$ cat src/rtl/biquad_tdm.sv
// biquad_tdm: time-multiplexed multi-channel biquad section. One shared MAC serves every
// channel of a frame. Coefficients are double-buffered and swapped only when a frame is accepted.

module biquad_tdm_lane #(
  parameter int DW = 16
) (
  input  logic          clk_48,
  input  logic          reset_n,
  input  logic          clr_i,
  input  logic          wr_i,
  input  logic [DW-1:0] x0_i,
  input  logic [DW-1:0] y_i,
  input  logic          sat_i,
  output logic [DW-1:0] x1_o,
  output logic [DW-1:0] x2_o,
  output logic [DW-1:0] y1_o,
  output logic [DW-1:0] y2_o,
  output logic [DW-1:0] out_o,
  output logic          sat_o
);
  logic [DW-1:0] x1_q, x2_q, y1_q, y2_q, out_q;
  logic          sat_q;

  // A history clear leaves the output slot and the saturation flag untouched.
  always_ff @(posedge clk_48 or negedge reset_n) begin
    if (!reset_n) begin
      x1_q  <= '0;
      x2_q  <= '0;
      y1_q  <= '0;
      y2_q  <= '0;
      out_q <= '0;
      sat_q <= 1'b0;
    end else if (clr_i) begin
      x1_q <= '0;
      x2_q <= '0;
      y1_q <= '0;
      y2_q <= '0;
    end else if (wr_i) begin
      x2_q  <= x1_q;
      x1_q  <= x0_i;
      y2_q  <= y1_q;
      y1_q  <= y_i;
      out_q <= y_i;
      sat_q <= sat_i;
    end
  end

  assign x1_o  = x1_q;
  assign x2_o  = x2_q;
  assign y1_o  = y1_q;
  assign y2_o  = y2_q;
  assign out_o = out_q;
  assign sat_o = sat_q;
endmodule

module biquad_tdm #(
  parameter int CHANNELS = 2,
  parameter int DW       = 16,
  parameter int CW       = 32,
  parameter int FRAC     = 30,
  parameter int ACCW     = 64
) (
  input  logic                   clk_48,
  input  logic                   reset_n,
  input  logic                   in_valid,
  output logic                   in_ready,
  input  logic [CHANNELS*DW-1:0] in_data,
  input  logic                   coef_we,
  input  logic [2:0]             coef_addr,
  input  logic [CW-1:0]          coef_data,
  input  logic                   coef_commit,
  input  logic                   hist_clr,
  output logic                   out_valid,
  output logic [CHANNELS*DW-1:0] out_data,
  output logic [CHANNELS-1:0]    sat_flag
);
  localparam int CHW = (CHANNELS > 1) ? $clog2(CHANNELS) : 1;
  localparam logic [CW-1:0]         UNITY = CW'(1) << FRAC;
  localparam logic [4:0][CW-1:0]    PASS  = {{(4*CW){1'b0}}, UNITY};
  localparam logic signed [ACCW-1:0] HALF = ACCW'(1) << (FRAC-1);
  localparam logic signed [ACCW-1:0] YMAX = (ACCW'(1) << (DW-1)) - ACCW'(1);
  localparam logic signed [ACCW-1:0] YMIN = -(ACCW'(1) << (DW-1));

  typedef enum logic [1:0] {IDLE, MAC, WRITE, DONE} state_e;

  state_e                         state_q, state_d;
  logic [CHW-1:0]                 ch_q, ch_d;
  logic [2:0]                     k_q, k_d;
  logic signed [ACCW-1:0]         acc_q, acc_d;
  logic [4:0][CW-1:0]             shad_q, shad_d, act_q, act_d;
  logic                           cpend_q, cpend_d, hpend_q, hpend_d;
  logic                           commit_now, clr_now, accept;
  logic [CHANNELS-1:0][DW-1:0]    xin_q, xin_d, x1_w, x2_w, y1_w, y2_w, out_w;
  logic [CHANNELS-1:0]            wr_w, sat_w;
  logic signed [CW-1:0]           coef_sel;
  logic signed [DW-1:0]           samp_sel;
  logic signed [DW+CW-1:0]        prod;
  logic signed [ACCW-1:0]         shr;
  logic signed [DW-1:0]           y_sat;
  logic                           clip;

  assign in_ready  = (state_q == IDLE);
  assign out_valid = (state_q == DONE);
  assign accept    = in_ready & in_valid;

  // Shadow bank and sticky requests; a same-cycle write is part of the swapped set.
  always_comb begin
    shad_d = shad_q;
    if (coef_we && coef_addr <= 3'd4) shad_d[coef_addr] = coef_data;
    commit_now = cpend_q | coef_commit;
    clr_now    = hpend_q | hist_clr;
    act_d      = act_q;
    cpend_d    = commit_now;
    hpend_d    = clr_now;
    if (accept) begin
      if (commit_now) act_d = shad_d;
      cpend_d = 1'b0;
      hpend_d = 1'b0;
    end
  end

  always_comb begin
    coef_sel = '0;
    samp_sel = '0;
    case (k_q)
      3'd0: begin coef_sel = act_q[0]; samp_sel = xin_q[ch_q]; end
      3'd1: begin coef_sel = act_q[1]; samp_sel = x1_w[ch_q];  end
      3'd2: begin coef_sel = act_q[2]; samp_sel = x2_w[ch_q];  end
      3'd3: begin coef_sel = act_q[3]; samp_sel = y1_w[ch_q];  end
      3'd4: begin coef_sel = act_q[4]; samp_sel = y2_w[ch_q];  end
      default: ;
    endcase
    prod = coef_sel * samp_sel;
  end

  // Round half up, then clip to the DW-bit range.
  always_comb begin
    shr   = (acc_q + HALF) >>> FRAC;
    clip  = 1'b0;
    y_sat = shr[DW-1:0];
    if (shr > YMAX) begin
      y_sat = YMAX[DW-1:0];
      clip  = 1'b1;
    end else if (shr < YMIN) begin
      y_sat = YMIN[DW-1:0];
      clip  = 1'b1;
    end
  end

  always_comb begin
    state_d = state_q;
    ch_d    = ch_q;
    k_d     = k_q;
    acc_d   = acc_q;
    xin_d   = xin_q;
    wr_w    = '0;
    case (state_q)
      IDLE: if (in_valid) begin
        xin_d   = in_data;
        ch_d    = '0;
        k_d     = '0;
        state_d = MAC;
      end
      MAC: begin
        acc_d = ((k_q == 3'd0) ? ACCW'(0) : acc_q) + ACCW'(prod);
        k_d   = k_q + 3'd1;
        if (k_q == 3'd4) begin
          k_d     = '0;
          state_d = WRITE;
        end
      end
      WRITE: begin
        wr_w[ch_q] = 1'b1;
        if (ch_q == CHW'(CHANNELS-1)) state_d = DONE;
        else begin
          ch_d    = ch_q + CHW'(1);
          state_d = MAC;
        end
      end
      DONE: state_d = IDLE;
      default: state_d = IDLE;
    endcase
  end

  always_ff @(posedge clk_48 or negedge reset_n) begin
    if (!reset_n) begin
      state_q <= IDLE;
      ch_q    <= '0;
      k_q     <= '0;
      acc_q   <= '0;
      xin_q   <= '0;
      shad_q  <= PASS;
      act_q   <= PASS;
      cpend_q <= 1'b0;
      hpend_q <= 1'b0;
    end else begin
      state_q <= state_d;
      ch_q    <= ch_d;
      k_q     <= k_d;
      acc_q   <= acc_d;
      xin_q   <= xin_d;
      shad_q  <= shad_d;
      act_q   <= act_d;
      cpend_q <= cpend_d;
      hpend_q <= hpend_d;
    end
  end

  for (genvar i = 0; i < CHANNELS; i++) begin : g_lane
    biquad_tdm_lane #(.DW(DW)) u_lane (
      .clk_48  (clk_48),
      .reset_n (reset_n),
      .clr_i   (accept & clr_now),
      .wr_i    (wr_w[i]),
      .x0_i    (xin_q[i]),
      .y_i     (y_sat),
      .sat_i   (clip),
      .x1_o    (x1_w[i]),
      .x2_o    (x2_w[i]),
      .y1_o    (y1_w[i]),
      .y2_o    (y2_w[i]),
      .out_o   (out_w[i]),
      .sat_o   (sat_w[i])
    );
  end

  assign out_data = out_w;
  assign sat_flag = sat_w;
endmodule

$ cat config.mk
export PLATFORM = sky130hd
export DESIGN_NAME = biquad_tdm
export DESIGN_NICKNAME = d
export VERILOG_FILES = /design/src/rtl/biquad_tdm.sv
export SDC_FILE = /design/constraint.sdc
export NUM_CORES = 2
export LEC_CHECK = 0
export ABC_AREA = 1
export CAP_MARGIN = 10
export CORE_MARGIN = 3
export CORE_UTILIZATION = 54
export DETAILED_ROUTE_END_ITERATION = 7
export PLACE_DENSITY = 0.71
export SLEW_MARGIN = 20
export SYNTH_ARGS = -nofsm -noshare
export SYNTH_HDL_FRONTEND = slang
export SYNTH_HIERARCHICAL = 1
export SYNTH_SLANG_ARGS = --single-unit
$ cat constraint.sdc
create_clock -name clk_48 -period 20.7 [get_ports clk_48]
set_input_delay 4.14 -clock clk_48 [delete_from_list [all_inputs] [get_ports clk_48]]
set_output_delay 4.14 -clock clk_48 [all_outputs]
set_load 0.02 [all_outputs]
==> run summary <==
Most used DFF post-synth - dfrtp_1
Clock Latency Late Sink - 0.63 ns
Cell variety after synth - 47
number of flops mapped to enable cells by yosys - 0
drt initial violations - 3879
final worst-path cycle share - 49.2%
commonest cells after routing, fill and taps aside - nand2_1 (1418), inv_1 (1083), nor2_1 (748)
gr ovfl total - 0
startpoint types - flip-flop
Die Width - 307 um
final hold vios - 0
Initial Util - 54.9%
via count - 39993
hold buffers post-CTS - 0
CP max stage delay - 0.91 ns
Worst EP arrival - 10.65 ns
minimum period implied by the final worst setup slack - 10.18 ns
FMAX - 98.2 MHz
CTS max path bufs - 3
total CTS buffers - 68
worst path required time - 21.17 ns
Mapped Nets - 6881
CP max FO - 32
core area - 89100 um^2
min-delay src - g_lane[1].u_lane/y2_o[9]
sum of negative setup slack - 0 ns
I/O Buffers - 108
layout cell share with drive strength beyond 1 - 4.63%
worst r2r src - k_q[0]
Crit-path slowest cell - nor4_1
drt pass-1 iters - 6
CP endpoint kind - flip-flop
final-report max-slew violation count - 0
WL per Instance - 19.5 um
Post CTS Setup Buffer Count - 0
FP Rows - 109
H-tree Lvls - 3
CTS tree - yes
first-pass GRT wire length - 231000 um
Clk pin slew, worst setup/hold paths - 0.06 ns
Slew @ Worst Pin - 1.17 ns
initial antenna violation count - 0
clock sink count - 586
CTS root buf - clkbuf_16
commonest non-fill, non-tap cell in the layout - nand2_1
synthesized area - 48900 um^2
crit path from - k_q[0]
Post-DRT Antenna Nets - 0
vias in the first global route - 41181
yosys warns - 6
final worst slack - 10.52 ns
drt total wl - 142000 um
share of the yosys chip area belonging to registers - 30.0%
total die area - 94300 um^2
DP Area - 51000 um^2
Setup WS pre-CTS - 10.67 ns
Synth Register Bits - 586
HPWL Detailed - 106000 um
Vias per Instance - 5.51
kind of critical path - reg2reg
largest net degree at the start of global routing - 271
Die H - 307 um
post-CTS sizing - 0
unrepaired setup endpoints after global routing - false
Final GP Congestion - 1.03
Mapped Cells - 6037
nets - 6884
max cap viols - 0
final instance area - 53300 um^2
IO Pins - 109
status - finished clean
Slew HR - 21.4%
Global Route Usage Sum - 31.0%
number of remaining DRC errors - 0
Synth async-reset ratio - 100%
# diodes - 0
syn avg cell area - 8.10 um^2
Worst Hold Class - reg2reg
final setup fails - 0
clk_skew - 0.0338 ns
Layout Area Growth over Synthesis - 9.01%
==> synth_stat cells, drive strengths merged (5+ instances only) <==
cell type  number  area share (%)
nor4           31             1.1
nor3           21            0.24
a21oi         115             1.2
nand3b         11            0.17
o22ai          38            0.49
buf            85            0.96
nand2        1446              11
inv          1093             8.4
o21ai         477             4.9
nand4          25            0.32
clkinv         10           0.077
dfrtp         584              30
a21boi          5           0.077
nand3         325             3.4
a21o            6           0.092
fa            603              25
ha            168             4.3
clkbuf        146             1.1
nor2          765             6.1
xnor2          15            0.27
a31oi          10            0.13
or2            20            0.26
xor2           18            0.38
o211ai          5           0.087
==> stage by stage <==
step                std cells  hold WS (ns)  util (%)
floorplan                6037         0.437         -
global placement         7132         0.453      57.3
detailed placement       7133         0.458      57.3
CTS                      7254         0.473      59.8
global route             7256         0.490      59.9
finish                   7256         0.471      59.9
==> final timing paths <==
check | end | slack, ns | cells after the start
max | acc_q[58] | 10.52 | 28
min | g_lane[1].u_lane/y2_o[9] | 0.47 | 2
max reg2reg | acc_q[58] | 10.52 | 28
min reg2reg | g_lane[1].u_lane/y2_o[9] | 0.47 | 2
max in group asynchronous | acc_q[0] | 14.84 | 3
min in group asynchronous | shad_q[26] | 3.55 | 1
==> cells by family (layout without fill, tap and decap cells) <==
| group | Yosys count | after routing | synth area share [%] |
|---|---|---|---|
| AOI/OAI and AO/OA | 666 | 666 | 7.08 |
| xor gates and xnor gates | 33 | 33 | 0.652 |
| adders and majority gates | 771 | 771 | 29.0 |
| buffers and inverters | 1334 | 1388 | 10.5 |
| DFF | 586 | 586 | 30.0 |
| and+or+nand+nor | 2647 | 2647 | 22.8 |
==> flip-flops by register name, indices dropped and copies added, names as in the netlist, 2 cells and up <==
register	cells
state_q	2
g_lane.u_lane/sat_o	2
shad_q	160
g_lane.u_lane/x1_o	32
g_lane.u_lane/y2_o	32
g_lane.u_lane/x2_o	32
k_q	3
g_lane.u_lane/out_o	32
xin_q	32
g_lane.u_lane/y1_o	32
acc_q	64
act_q	160
==> per-layer routing <==
| layer | vias to the layer above | part of all wire [%] | track usage, % |
|---|---|---|---|
| li1 | 18300 | - | - |
| met1 | 19750 | 43 | 44.1 |
| met3 | 289 | 7.9 | 5.02 |
| met5 | - | 0 | 0 |
| met2 | 1654 | 46 | 49.0 |
| met4 | 0 | 3.7 | 10.2 |
==> critical path: cells and delay by family, from the launching register on <==
kind | cells | cell delay, ns
fa+ha+maj | 9 | 4.88
flops | 1 | 0.42
compound gates | 2 | 0.28
simple gates | 9 | 2.59
buf+inv | 8 | 1.81
==> final cells by class <==
class | count | area (um^2)
repair buffers | 164 | 1580
flip-flops and latches | 586 | 14700
clock inverters | 27 | 368
fillers | 7944 | 35700
multi-input cells | 4117 | 29200
clock buffers | 94 | 1930
inverters | 1103 | 4140
well taps | 1165 | 1460
Power is left out: the tool's default activity adds up to more than one toggle a clock period on the data nets, which glitch-free logic cannot reach.
